File: config.mk
export PLATFORM = sky130hd
export DESIGN_NAME = mem_port_arbiter
export DESIGN_NICKNAME = d
export VERILOG_FILES = /design/src/rtl/mem_port_arbiter.sv
export SDC_FILE = /design/constraint.sdc
export NUM_CORES = 1
export LEC_CHECK = 0
export CORE_AREA = 2 2 86 88
export DETAILED_ROUTE_END_ITERATION = 12
export DIE_AREA = 0 0 88 90
export PLACE_DENSITY = 0.7
export SLEW_MARGIN = 25
export SYNTH_ARGS = -nofsm -noshare
export SYNTH_HDL_FRONTEND = slang
export SYNTH_SLANG_ARGS = --single-unit
File: constraint.sdc
create_clock -name clk -period 3.9 [get_ports clk]
set_clock_uncertainty 0.2 [all_clocks]
set_input_delay 0.78 -clock clk [delete_from_list [all_inputs] [get_ports clk]]
set_output_delay 0.78 -clock clk [all_outputs]
set_load 0.01 [all_outputs]
File: src/rtl/mem_port_arbiter.sv
// Shares one single-ported SRAM between the fetch (im) and data (dm) ports.
// Data wins by default; a saturating wait counter bounds fetch starvation.
module mem_port_arbiter #(
    parameter int AW       = 15,
    parameter int RD_LAT   = 1,
    parameter int MAX_WAIT = 3
) (
    input  logic          clk,
    input  logic          reset,
    input  logic          dm_req,
    input  logic          dm_we,
    input  logic [3:0]    dm_be,
    input  logic [31:0]   dm_addr,
    input  logic [31:0]   dm_wdata,
    output logic          dm_gnt,
    output logic          dm_rvalid,
    input  logic          im_req,
    input  logic [31:0]   im_addr,
    output logic          im_gnt,
    output logic          im_rvalid,
    output logic [31:0]   rdata,
    output logic          sram_ce,
    output logic [3:0]    sram_we,
    output logic [AW-1:0] sram_addr,
    output logic [31:0]   sram_wdata,
    input  logic [31:0]   sram_rdata
);
    localparam int WW = $clog2(MAX_WAIT + 1);

    logic [WW-1:0]     r_wait_cnt;
    logic [RD_LAT-1:0] r_tag_valid;
    logic [RD_LAT-1:0] r_tag_owner;

    logic w_im_forced;
    logic w_dm_gnt;
    logic w_im_gnt;
    logic w_ce;
    logic w_dm_store;
    logic w_unused;

    // Fetch takes the slot only once it has been denied MAX_WAIT times in a row.
    assign w_im_forced = im_req & (r_wait_cnt == WW'(MAX_WAIT));
    assign w_dm_gnt    = ~reset & dm_req & ~w_im_forced;
    assign w_im_gnt    = ~reset & im_req & ~w_dm_gnt;
    assign w_ce        = w_dm_gnt | w_im_gnt;
    assign w_dm_store  = w_dm_gnt & dm_we;

    always_ff @(posedge clk or posedge reset) begin
        if (reset) begin
            r_wait_cnt <= '0;
        end else if (~im_req | w_im_gnt) begin
            r_wait_cnt <= '0;
        end else if (r_wait_cnt != WW'(MAX_WAIT)) begin
            r_wait_cnt <= r_wait_cnt + 1'b1;
        end
    end

    // Tag pipeline mirrors the SRAM read latency; owner 1 = dm, 0 = im.
    always_ff @(posedge clk or posedge reset) begin
        if (reset) begin
            r_tag_valid <= '0;
            r_tag_owner <= '0;
        end else begin
            r_tag_valid[0] <= w_ce & ~w_dm_store;
            r_tag_owner[0] <= w_dm_gnt;
            for (int i = 1; i < RD_LAT; i++) begin
                r_tag_valid[i] <= r_tag_valid[i-1];
                r_tag_owner[i] <= r_tag_owner[i-1];
            end
        end
    end

    assign dm_gnt     = w_dm_gnt;
    assign im_gnt     = w_im_gnt;
    assign sram_ce    = w_ce;
    assign sram_we    = w_dm_store ? dm_be : 4'b0000;
    assign sram_addr  = w_dm_gnt ? dm_addr[AW+1:2] : im_addr[AW+1:2];
    assign sram_wdata = dm_wdata;
    assign rdata      = sram_rdata;

    assign dm_rvalid  = ~reset & r_tag_valid[RD_LAT-1] &  r_tag_owner[RD_LAT-1];
    assign im_rvalid  = ~reset & r_tag_valid[RD_LAT-1] & ~r_tag_owner[RD_LAT-1];

    // High address bits alias and byte-offset bits are meaningless for word access.
    assign w_unused = ^{dm_addr[31:AW+2], dm_addr[1:0], im_addr[31:AW+2], im_addr[1:0]};

endmodule

[After elaboration in Yosys (flattened, before gate mapping)]
Cells that the tools add are included.
Word-level totals
  flip-flop bits (word level): 4
  input bits: 137
  output and inout bits: 88
Operators by class
  add/subtract/negate cells: 1
  equality and inequality tests: 2
  mux-type cells: 4
  bitwise logic cells: 18
  reductions and logical operators: 1
Operator list (count)
  15-bit two-way mux: 1
  1-bit bitwise AND: 10
  1-bit inverter: 6
  2-bit two-way mux: 2
  4-bit two-way mux: 1
  2-bit by 1-bit adder with 2-bit output, second input constant: 1
  2-bit == test, second input constant: 1
  2-bit inequality test, second input constant: 1
  1-bit OR: 2
  2-bit nonzero test: 1

[Logic depth before layout (Yosys ltp)]
  word-level depth: 8
  mapped depth: 4
  gate-level depth less buffers: 4

[Worst setup path before layout]
No wires, ideal clock.
  path kind: input -> output
  start: in dm_req
  end: out sram_addr[0]
  arrival time: 1613 ps
  setup slack: 1307 ps
  cell stages on the path: 4
  path buffers: 1
  cell sequence: inv_1 a211oi_2 buf_6 mux2_2
Between the ends
  longest elaborated chain between the ends: 3
Ends and longest elaborated chain
  start: declaration: RTL line 10  | input logic dm_req,
  1-bit bitwise AND (2 in a row): RTL line 43  | assign w_dm_gnt = ~reset & dm_req & ~w_im_forced;
  net dm_gnt: RTL line 15  | output logic dm_gnt,
  15-bit two-way mux: RTL line 77  | assign sram_addr = w_dm_gnt ? dm_addr[AW+1:2] : im_addr[AW+1:2];
  end: declaration: RTL line 24  | output logic [AW-1:0] sram_addr,
The timed path passes the listed nets, and every way through them passes these cells.

[Final worst setup path]
  start: in dm_req
  end: out sram_addr[12]
Between the ends
  longest elaborated chain between the ends: 3
Ends and longest elaborated chain (RTL line)
  1-bit bitwise AND (2 in a row): 43
  15-bit two-way mux: 77
No other way between the ends.

==> impl_metrics.tcl <==
set metrics [dict create \
    status "finished clean" \
    synth-seq-cells 4 \
    place_inst 206 \
    avgViaCountPerCell 3.172 \
    worstMarginPinSlew_ns 0.2502 \
    synth.cell_area_um2 922.1 \
    p_comb_frac 0.482 \
    power_w 0.0002592 \
    power_leakage_nw 0.4739 \
    setup_viol 0 \
    clk_pin_slew_ns 0.03 \
    yosysTopAreaCellShare 0.5210 \
    area_growth_pct 34.46 \
    drv_slew 0 \
    vdd_drop_max_uv 60.35 \
    design_area_um2 1240 \
    clock_latency_ns 0.21 \
    rows 31 \
    numPortBuffers 62 \
    dieArea_um2 7920 \
    yosys-top-cells-area "buf_4 (52%), mux2_2 (18%), dfrtp_1 (11%), and3_1 (3.4%), buf_6 (2.4%)" \
    avgSynthCellArea_um2 8.460 \
    yosysWarnings 0 \
    drv_cap 0 \
    crit_path_end_kind "primary output" \
    power_density_nw_per_um2 209.1 \
    worstSetupPathType "input pin to primary output" \
    h-tree-depth 1 \
    crit_required_ns 2.92 \
    grt_max_degree 22 \
    grt_pass1_vias 760 \
    p_sw_w 0.00006312 \
    routed_wl_mm 2.243 \
    cts.sinks 4 \
    cp_max_fo 21 \
    hold_path_class "register to register" \
    pwr-share-clk 0.327 \
    ys_async_sr_fraction 1.000 \
    overflow 0 \
    drt-pass1-iter-count 4 \
    worstSetupStartpointType "input pin" \
    arrival_ns 2.69 \
    drc 0 \
    yosys-top-cells-count "buf_4 (64), mux2_2 (15), and3_1 (5)" \
    synth_cell_types 18 \
    max_freq_mhz 272.2 \
    grt_use_total 0.05443 \
    synth_flop_cell "dfrtp_1" \
    clockBufferDepth 2 \
    antenna_found_initial 0 \
    dp_hpwl_mm 1.867 \
    period_needed_ns 3.674 \
    ctsHoldBuffers 0 \
    initial_core_util 0.1313 \
    tns_ns 0 \
    synth.most_common_cell "buf_4" \
    cts_buffers 3 \
    syn_inst 109 \
    grt_pass1_wl_mm 3.394 \
    seq_power_share 0.191 \
    coreArea_um2 7020 \
    relSlewSlack 0.8332 \
    cts_tree "built" \
    fin_nets 250 \
    p_int_w 0.0001961 \
    cts_resized 0 \
    chipHeight_um 90 \
    ant_nets 0 \
    layout-drive-gt1-share 0.1909 \
    die_w_um 88 \
    grt_setup_unrepaired "no" \
    yosysTopAreaCell "buf_4" \
    hold_viol_final 0 \
    ios 225 \
    wl_per_cell_um 10.73 \
    ys_seq_area_frac 0.1085 \
    switching_share 0.2435 \
    diodes 0 \
    placement.cell_area_um2 1199 \
    vias 663 \
    place_congestion 0.6696 \
    cts_setup_buffers 0 \
    final_cells 209 \
    syn-num-nets 247 \
    synth-edff-count 0 \
    clock-root-buffer "clkbuf_8" \
    drt_iter0_markers 8 \
    period_share 0.9420 \
]
[cell usage in the layout (no fill, tap or decap)]
master            n
a211oi_4          1
a21oi_1           3
and3_1            5
buf_12            1
buf_4             1
clkbuf_8          3
clkdlybuf4s50_1  62
dfrtp_1           4
ha_1              1
inv_1             3
mux2_2           15
nand2_1           2
nand3_1           1
nor2_1            1
nor2b_1           1
nor3b_1           1
o21ai_0           1
o32ai_1           1
or2b_1            2
xor2_1            1
[area by class of cell]
cell class                 count  area (µm²)
clock buffer                   3       41.29
fill                         785        5781
inverter                       3       11.26
multi-input combinational     36       315.3
sequential                     4       100.1
tap                           99       123.9
timing repair buffer          64       648.1
[final timing paths]
| kind | startpoint | endpoint | slack (ns) | cells after the start |
|---|---|---|---|---|
| max in group asynchronous | reset | r_tag_owner$_DFF_PP0_ | 2.54 | 3 |
| min in group asynchronous | reset | r_wait_cnt[0]$_DFFE_PP0P_ | 0.80 | 3 |
| setup reg to reg | r_wait_cnt[0]$_DFFE_PP0P_ | r_wait_cnt[0]$_DFFE_PP0P_ | 2.40 | 3 |
| hold / removal | r_wait_cnt[0]$_DFFE_PP0P_ | r_wait_cnt[0]$_DFFE_PP0P_ | 0.33 | 1 |
| setup / recovery | dm_req | sram_addr[12] | 0.23 | 6 |
| hold reg to reg | r_wait_cnt[0]$_DFFE_PP0P_ | r_wait_cnt[0]$_DFFE_PP0P_ | 0.33 | 1 |
[stage by stage]
stage          utilization  setup slack, ns  hold WS (ns)
2_1_floorplan            -            1.307        0.2900
3_3_place_gp        0.1707           0.2069        0.3139
6_report            0.1766           0.2264        0.3261
5_1_grt             0.1766           0.1234        0.3769
3_5_place_dp        0.1707           0.2165        0.3262
4_1_cts             0.1766           0.2125        0.3312
[cells by family (layout without fill, tap and decap cells)]
family	after synthesis	in the layout	share of synthesized area
and+or+nand+nor	13	13	0.08276
AOI/OAI and AO/OA	6	6	0.04477
muxes	15	15	0.1832
adders and majority gates	1	1	0.01357
xor gates and xnor gates	1	1	0.009500
DFF	4	4	0.1086
buffers and inverters	69	70	0.5577
[sequential cells by signal, indices dropped and copies added (netlist names)]
name and flops:
r_wait_cnt 2, r_tag_owner 1, r_tag_valid 1
[worst max-delay path: stages]
cell	delay (ns)
clkdlybuf4s50_1	0.51
inv_1	0.10
a211oi_4	0.26
buf_12	0.20
mux2_2	0.34
clkdlybuf4s50_1	0.50
[power by group through the flow]
stage	clock network (W)	logic, W	registers, W
floorplan	0	0.000115	0.0000494
global placement	0	0.000125	0.0000499
detailed placement	0	0.000126	0.0000502
CTS	0.0000855	0.000127	0.0000497
global route	0.0000911	0.000136	0.0000505
finish	0.0000847	0.000125	0.0000496
[layer usage]
| layer | GRT usage | up-vias | share of wire |
|---|---|---|---|
| li1 | - | 292 | - |
| met1 | 0.04875 | 289 | 0.32 |
| met2 | 0.09154 | 50 | 0.48 |
| met3 | 0.01469 | 32 | 0.12 |
| met4 | 0.05769 | 0 | 0.078 |
| met5 | 0 | - | 0 |
Note: power is estimated with default switching activity, not from simulation.
